File: src/rtl/ann_pkg.sv
// Shared definitions for the ANN layer engine: FSM state encoding,
// default fixed-point format and the signed saturation helper.
package ann_pkg;

  localparam int DW_DEF   = 10;
  localparam int FRAC_DEF = 4;

  typedef enum logic [2:0] {
    IDLE  = 3'd0,
    LOAD  = 3'd1,
    MAC   = 3'd2,
    STORE = 3'd3,
    DONE  = 3'd4
  } state_t;

  // Clamp a wide signed value into the signed range of a dw-bit word.
  // The result is returned sign-extended to 64 bits; callers truncate.
  function automatic logic signed [63:0] sat_signed(input logic signed [63:0] v,
                                                    input int dw);
    logic signed [63:0] hi;
    logic signed [63:0] lo;
    hi = (64'sd1 <<< (dw - 1)) - 64'sd1;
    lo = -(64'sd1 <<< (dw - 1));
    if (v > hi) return hi;
    if (v < lo) return lo;
    return v;
  endfunction

endpackage

File: src/rtl/ann_mac.sv
// Signed multiply-accumulate with synchronous clear. One instance is
// time-shared by every neuron of the layer.
module ann_mac #(
  parameter int DW = 10,
  parameter int AW = 22
) (
  input  logic                 clk,
  input  logic                 rst,
  input  logic                 clr,
  input  logic                 en,
  input  logic signed [DW-1:0] a,
  input  logic signed [DW-1:0] b,
  output logic signed [AW-1:0] acc
);

  logic signed [2*DW-1:0] prod;

  // Full-precision product; operands are sign-extended before multiplying.
  always_comb begin
    prod = (2*DW)'(a) * (2*DW)'(b);
  end

  // Accumulator: clear wins over accumulate.
  always_ff @(posedge clk) begin
    if (rst || clr) begin
      acc <= '0;
    end else if (en) begin
      acc <= acc + AW'(prod);
    end
  end

endmodule

File: src/rtl/ann_layer_engine.sv
// One fully connected layer: weights are streamed in neuron-major order,
// then each start evaluates all neurons serially through one shared MAC.
// Optional feature: define ANN_RELU_EN to clamp negative results to zero.
//
// Weight handshake: a beat transfers on a rising Clock edge where both
// w_valid and w_ready are high; w_data must be stable while w_valid is high
// and w_ready may drop without the beat being consumed.
module ann_layer_engine
  import ann_pkg::*;
#(
  parameter int DW    = DW_DEF,
  parameter int FRAC  = FRAC_DEF,
  parameter int N_IN  = 30,
  parameter int N_NEU = 5
) (
  input  logic                  Clock,
  input  logic                  Rst,
  input  logic                  w_valid,
  output logic                  w_ready,
  input  logic [DW-1:0]         w_data,
  input  logic                  start,
  input  logic [N_IN*DW-1:0]    in_vec,
  output logic                  busy,
  output logic                  done,
  output logic [N_NEU*DW-1:0]   out_vec,
  output state_t                dbg_state
);

  localparam int N_W = N_IN * N_NEU;
  localparam int AW  = 2 * DW + $clog2(N_IN);
  localparam int WPW = (N_W > 1) ? $clog2(N_W) : 1;
  localparam int IW  = (N_IN > 1) ? $clog2(N_IN) : 1;
  localparam int NW  = (N_NEU > 1) ? $clog2(N_NEU) : 1;

  localparam logic [WPW-1:0] WP_LAST = WPW'(N_W - 1);
  localparam logic [IW-1:0]  I_LAST  = IW'(N_IN - 1);
  localparam logic [NW-1:0]  N_LAST  = NW'(N_NEU - 1);

  state_t                 state, state_nxt;
  logic [WPW-1:0]         wp;
  logic                   w_loaded;
  logic [IW-1:0]          i_cnt;
  logic [NW-1:0]          n_cnt;
  logic [N_IN*DW-1:0]     in_reg;
  logic signed [DW-1:0]   w_mem [N_W];
  logic                   done_q;
  logic                   beat;
  logic                   start_acc;
  logic                   mac_en;
  logic                   mac_clr;
  logic [WPW-1:0]         w_addr;
  logic signed [DW-1:0]   mac_a;
  logic signed [DW-1:0]   mac_b;
  logic signed [AW-1:0]   acc;
  logic signed [63:0]     acc64;
  logic signed [DW-1:0]   res_sat;
  logic signed [DW-1:0]   res;

  assign start_acc = (state == IDLE) && start && w_loaded;
  assign w_ready   = !Rst && ((state == IDLE) || (state == LOAD)) && !start_acc;
  assign beat      = w_valid && w_ready;
  assign busy      = (state == MAC) || (state == STORE);
  assign done      = done_q;
  assign dbg_state = state;

  assign w_addr = WPW'(int'(n_cnt) * N_IN + int'(i_cnt));
  assign mac_a  = signed'(in_reg[int'(i_cnt)*DW +: DW]);
  assign mac_b  = w_mem[w_addr];

  // Rescale the accumulator to the data format and saturate.
  assign acc64   = {{(64-AW){acc[AW-1]}}, acc};
  assign res_sat = DW'(sat_signed(acc64 >>> FRAC, DW));
`ifdef ANN_RELU_EN
  assign res = res_sat[DW-1] ? '0 : res_sat;
`else
  assign res = res_sat;
`endif

  ann_mac #(.DW(DW), .AW(AW)) u_mac (
    .clk (Clock),
    .rst (Rst),
    .clr (mac_clr),
    .en  (mac_en),
    .a   (mac_a),
    .b   (mac_b),
    .acc (acc)
  );

  // State register.
  always_ff @(posedge Clock) begin
    if (Rst) state <= IDLE;
    else     state <= state_nxt;
  end

  // Next-state and MAC control decode.
  always_comb begin
    state_nxt = state;
    mac_en    = 1'b0;
    mac_clr   = start_acc;
    case (state)
      IDLE: begin
        if (start_acc)  state_nxt = MAC;
        else if (beat)  state_nxt = (wp == WP_LAST) ? IDLE : LOAD;
      end
      LOAD: begin
        if (beat && (wp == WP_LAST)) state_nxt = IDLE;
      end
      MAC: begin
        mac_en = 1'b1;
        if (i_cnt == I_LAST) state_nxt = STORE;
      end
      STORE: begin
        mac_clr   = 1'b1;
        state_nxt = (n_cnt == N_LAST) ? DONE : MAC;
      end
      DONE:    state_nxt = IDLE;
      default: state_nxt = IDLE;
    endcase
  end

  // Weight storage; deliberately not reset so weights survive Rst.
  always_ff @(posedge Clock) begin
    if (beat) w_mem[wp] <= w_data;
  end

  // Datapath control: load pointer, counters, input latch, results, done.
  always_ff @(posedge Clock) begin
    if (Rst) begin
      wp       <= '0;
      w_loaded <= 1'b0;
      i_cnt    <= '0;
      n_cnt    <= '0;
      in_reg   <= '0;
      out_vec  <= '0;
      done_q   <= 1'b0;
    end else begin
      done_q <= (state == DONE);
      if (beat) begin
        if (wp == WP_LAST) begin
          wp       <= '0;
          w_loaded <= 1'b1;
        end else begin
          wp       <= wp + 1'b1;
          w_loaded <= 1'b0;
        end
      end
      if (start_acc) begin
        in_reg <= in_vec;
        i_cnt  <= '0;
        n_cnt  <= '0;
      end
      if (state == MAC) begin
        i_cnt <= (i_cnt == I_LAST) ? '0 : i_cnt + 1'b1;
      end
      if (state == STORE) begin
        out_vec[int'(n_cnt)*DW +: DW] <= res;
        n_cnt <= (n_cnt == N_LAST) ? '0 : n_cnt + 1'b1;
      end
    end
  end

endmodule

File: config.mk
export PLATFORM = sky130hd
export DESIGN_NAME = ann_layer_engine
export DESIGN_NICKNAME = d
export VERILOG_FILES = /design/src/rtl/ann_pkg.sv /design/src/rtl/ann_mac.sv /design/src/rtl/ann_layer_engine.sv
export SDC_FILE = /design/constraint.sdc
export NUM_CORES = 2
export LEC_CHECK = 0
export CORE_MARGIN = 4
export CORE_UTILIZATION = 55
export CTS_CLUSTER_SIZE = 12
export DETAILED_ROUTE_END_ITERATION = 8
export PLACE_DENSITY = 0.82
export SLEW_MARGIN = 20
export SYNTH_ARGS = -nofsm -noshare
export SYNTH_HDL_FRONTEND = slang
export SYNTH_HIERARCHICAL = 1
export SYNTH_SLANG_ARGS = --single-unit
File: constraint.sdc
create_clock -name Clock -period 9.3 [get_ports Clock]
set_clock_uncertainty 0.15 [all_clocks]
set_input_delay 1.395 -clock Clock [delete_from_list [all_inputs] [get_ports Clock]]
set_output_delay 1.395 -clock Clock [all_outputs]
set_load 0.05 [all_outputs]
==> flow_summary.toml <==
[yosys]
synthMuxAreaShare = 0.148
synth_top_family_by_area = "multiplexers"
synthTopCellsByCount = "edfxtp_1, nand2_1, mux4_2"
synth-compound-area-share = 0.0507
yosysTopAreaCell = "edfxtp_1"
ys_seq_area_frac = 0.648
synth.area.top_cells = "edfxtp_1, mux4_2, dfxtp_1"
synth_top_area_share = 0.551
syn_inst = 5453
yosysWarnings = 6
async_reset_ff_frac = 0
synth_xor_area_frac = 0.00384
synth_edf_count = 1500
yosysUniqueCellTypes = 89
syn_avg_cell_area_um2 = 15.0
netlist_area_um2 = 81800
syn-num-nets = 5987
synth_flop_cell = "edfxtp_1"
yosysMostFrequentCell = "edfxtp_1"
synth-simple-area-share = 0.0762
synthAdderAreaFrac = 0.0458
synth_seq_cells = 1896

[place]
gp_congestion = 0.951
pre_cts_slack_ns = 0.0112
port_buffers = 369
dpl.cell_count = 7579
dpl.hpwl_mm = 144

[power]
netSwitchingFraction = 0.208
p_leak_nw = 30.3
max-vdd-ir-drop_v = 0.000187
p_comb_frac = 0.023
power_frac_seq = 0.549
clockPowerShare = 0.428
p_switching_mw = 3.46
p_int_mw = 13.2
power_density_nw_per_um2 = 177

[grt]
antenna_found_initial = 18
grt_pass1_wl_mm = 340
grt_pass1_vias = 51300
grt_start_max_net_pins = 244
track_usage = 0.293
grt_overflow = 0

[die]
core_um2 = 148000
dieArea_um2 = 155000
initial_utilization = 0.553
die-width_um = 394
num_rows = 141
die_h_um = 394
pin_count = 370

[clock_network]
cts_tree = "done"
cts_hold_buffers = 0
insertion_delay_ns = 0.84
root_buffer = "clkbuf_16"
clk_pin_slew_ns = 0.06
cts-htree-levels = 4
clock_sinks = 1896
clockBufferDepth = 3
cts_made_buffers = 190

[critical_path]
end_kind = "register"
cp.required_ns = 9.86
crit_fanout = 19
crit_end = "u_mac/acc[22]"
rr_endpoint = "u_mac/acc[22]"
r2r_start = "n_cnt[0]"
crit_slowest_cell = "fa_4"
cp-start-kind = "register"
r2r_cells = 31
crit_path_max_incr_delay_ns = 0.98
cp-startpoint = "n_cnt[0]"
crit_arrival_ns = 9.72
cpMostUsedCell = "inv_1"
r2r_slack_ns = 0.14
path_class = "register to register"

[detailed_routing]
drt-total-wl_mm = 232
wl_per_cell_um = 29.4
drt_iter0_drc = 6971
drc = 0
viasPerCell = 6.50
dr.pass1.iters = 7
vias = 51300
ant_nets = 0

[min_path]
min_path_cells = 2
min_path_type = "register to register"

[sta]
finalMaxSlewViolations = 0
finalHoldViolCount = 0
setup_slack_ns = 0.136
worst_pin_slew_ns = 1.31
finalCritPeriodShare = 0.985
setup_viol = 0
relSlewSlack = 0.128
fin_crit_ns = 9.16
fmax_mhz = 109

[finish]
fillerInstances = 10000
drive_gt1_frac = 0.170
nets = 6385
syn_to_final_growth_pct = 14.8
largest_reg_flops = 1500
fin_cells = 7896

[run]
maxCapViolations = 0

[status]
status = "complete, no violations"
[layout make-up]
type                       count  area (µm²)  area share
sequential                  1896       53000       0.564
multi-input combinational   3008       26900       0.286
timing repair buffer         541        5260      0.0560
clock buffer                 253        5080      0.0541
tap                         1930        2410      0.0257
inverter                     214         803     0.00855
clock inverter                43         495     0.00527
antenna                       11        27.5    0.000293
[stage by stage]
stage,hold slack (ns),total power [mW],setup TNS (ns),instance area [µm²],utilization
after floorplan,0.283,9.40,0,81800,-
after global placement,0.289,9.69,0,87900,0.595
after detailed placement,0.295,9.70,0,87900,0.595
after CTS,0.303,16.7,0,93500,0.633
after global routing,0.322,17.1,-0.234,93900,0.635
final,0.303,16.7,0,93900,0.635
[power by group through the flow]
| stage | logic, mW | clock network [mW] | registers [mW] |
|---|---|---|---|
| final | 0.390 | 7.12 | 9.14 |
| after CTS | 0.382 | 7.14 | 9.14 |
| after detailed placement | 0.377 | 0 | 9.32 |
| after global placement | 0.367 | 0 | 9.32 |
| after global routing | 0.412 | 7.55 | 9.14 |
| after floorplan | 0.0776 | 0 | 9.32 |
[timing repair]
item	in CTS	in global routing
pin swaps	0	3
hold endpoints to repair	0	0
setup endpoints to repair	2	12
gates resized for setup	2	41
cloned	0	1
buffers inserted	0	8
[cells by family (layout without fill, tap and decap cells)]
kind of cell             after synthesis  after routing
AND/OR/NAND/NOR                     1469           1469
XOR/XNOR                              35             35
adder cells (fa/ha/maj)              220            220
AO/OA/AOI/OAI                        685            685
multiplexers                         599            599
other                                  0             11
buffers and inverters                549           1051
flip-flops                          1896           1896
[layout by cell type, fill, tap and decap left out, types with 129 or more instances in the layout]
| master | n |
|---|---|
| nor2_1 | 303 |
| fa_1 | 129 |
| clkdlybuf4s50_1 | 358 |
| inv_1 | 213 |
| dfxtp_1 | 394 |
| buf_4 | 153 |
| a21oi_1 | 389 |
| clkbuf_16 | 193 |
| nand2_1 | 857 |
| mux4_2 | 488 |
| edfxtp_1 | 1500 |
[layer usage]
layer | up-vias | track usage | wire, µm
met1 | 25700 | 0.386 | 82000
li1 | 21200 | - | -
met5 | - | 0 | 92
met3 | 748 | 0.0666 | 24600
met2 | 3690 | 0.465 | 111000
met4 | 12 | 0.141 | 14200
[worst max-delay path: cells and delay by family (launching register included)]
family	cells	cell delay, ns
simple gates	3	0.43
flops	1	0.36
fa+ha+maj	8	4.19
buf+inv	12	1.62
mux	3	1.23
compound gates	5	1.07
[how the worst min path moves through the flow]
stage             endpoint        start  slack [ns]
3_3_place_gp   in_reg[250]  in_reg[250]        0.29
4_1_cts         in_reg[63]   in_reg[63]        0.30
6_report       in_reg[186]  in_reg[186]        0.30
3_5_place_dp   in_reg[189]  in_reg[189]        0.30
5_1_grt         in_reg[23]   in_reg[23]        0.32
2_1_floorplan  in_reg[100]  in_reg[100]        0.28
Note: power is estimated with default switching activity, not from simulation.
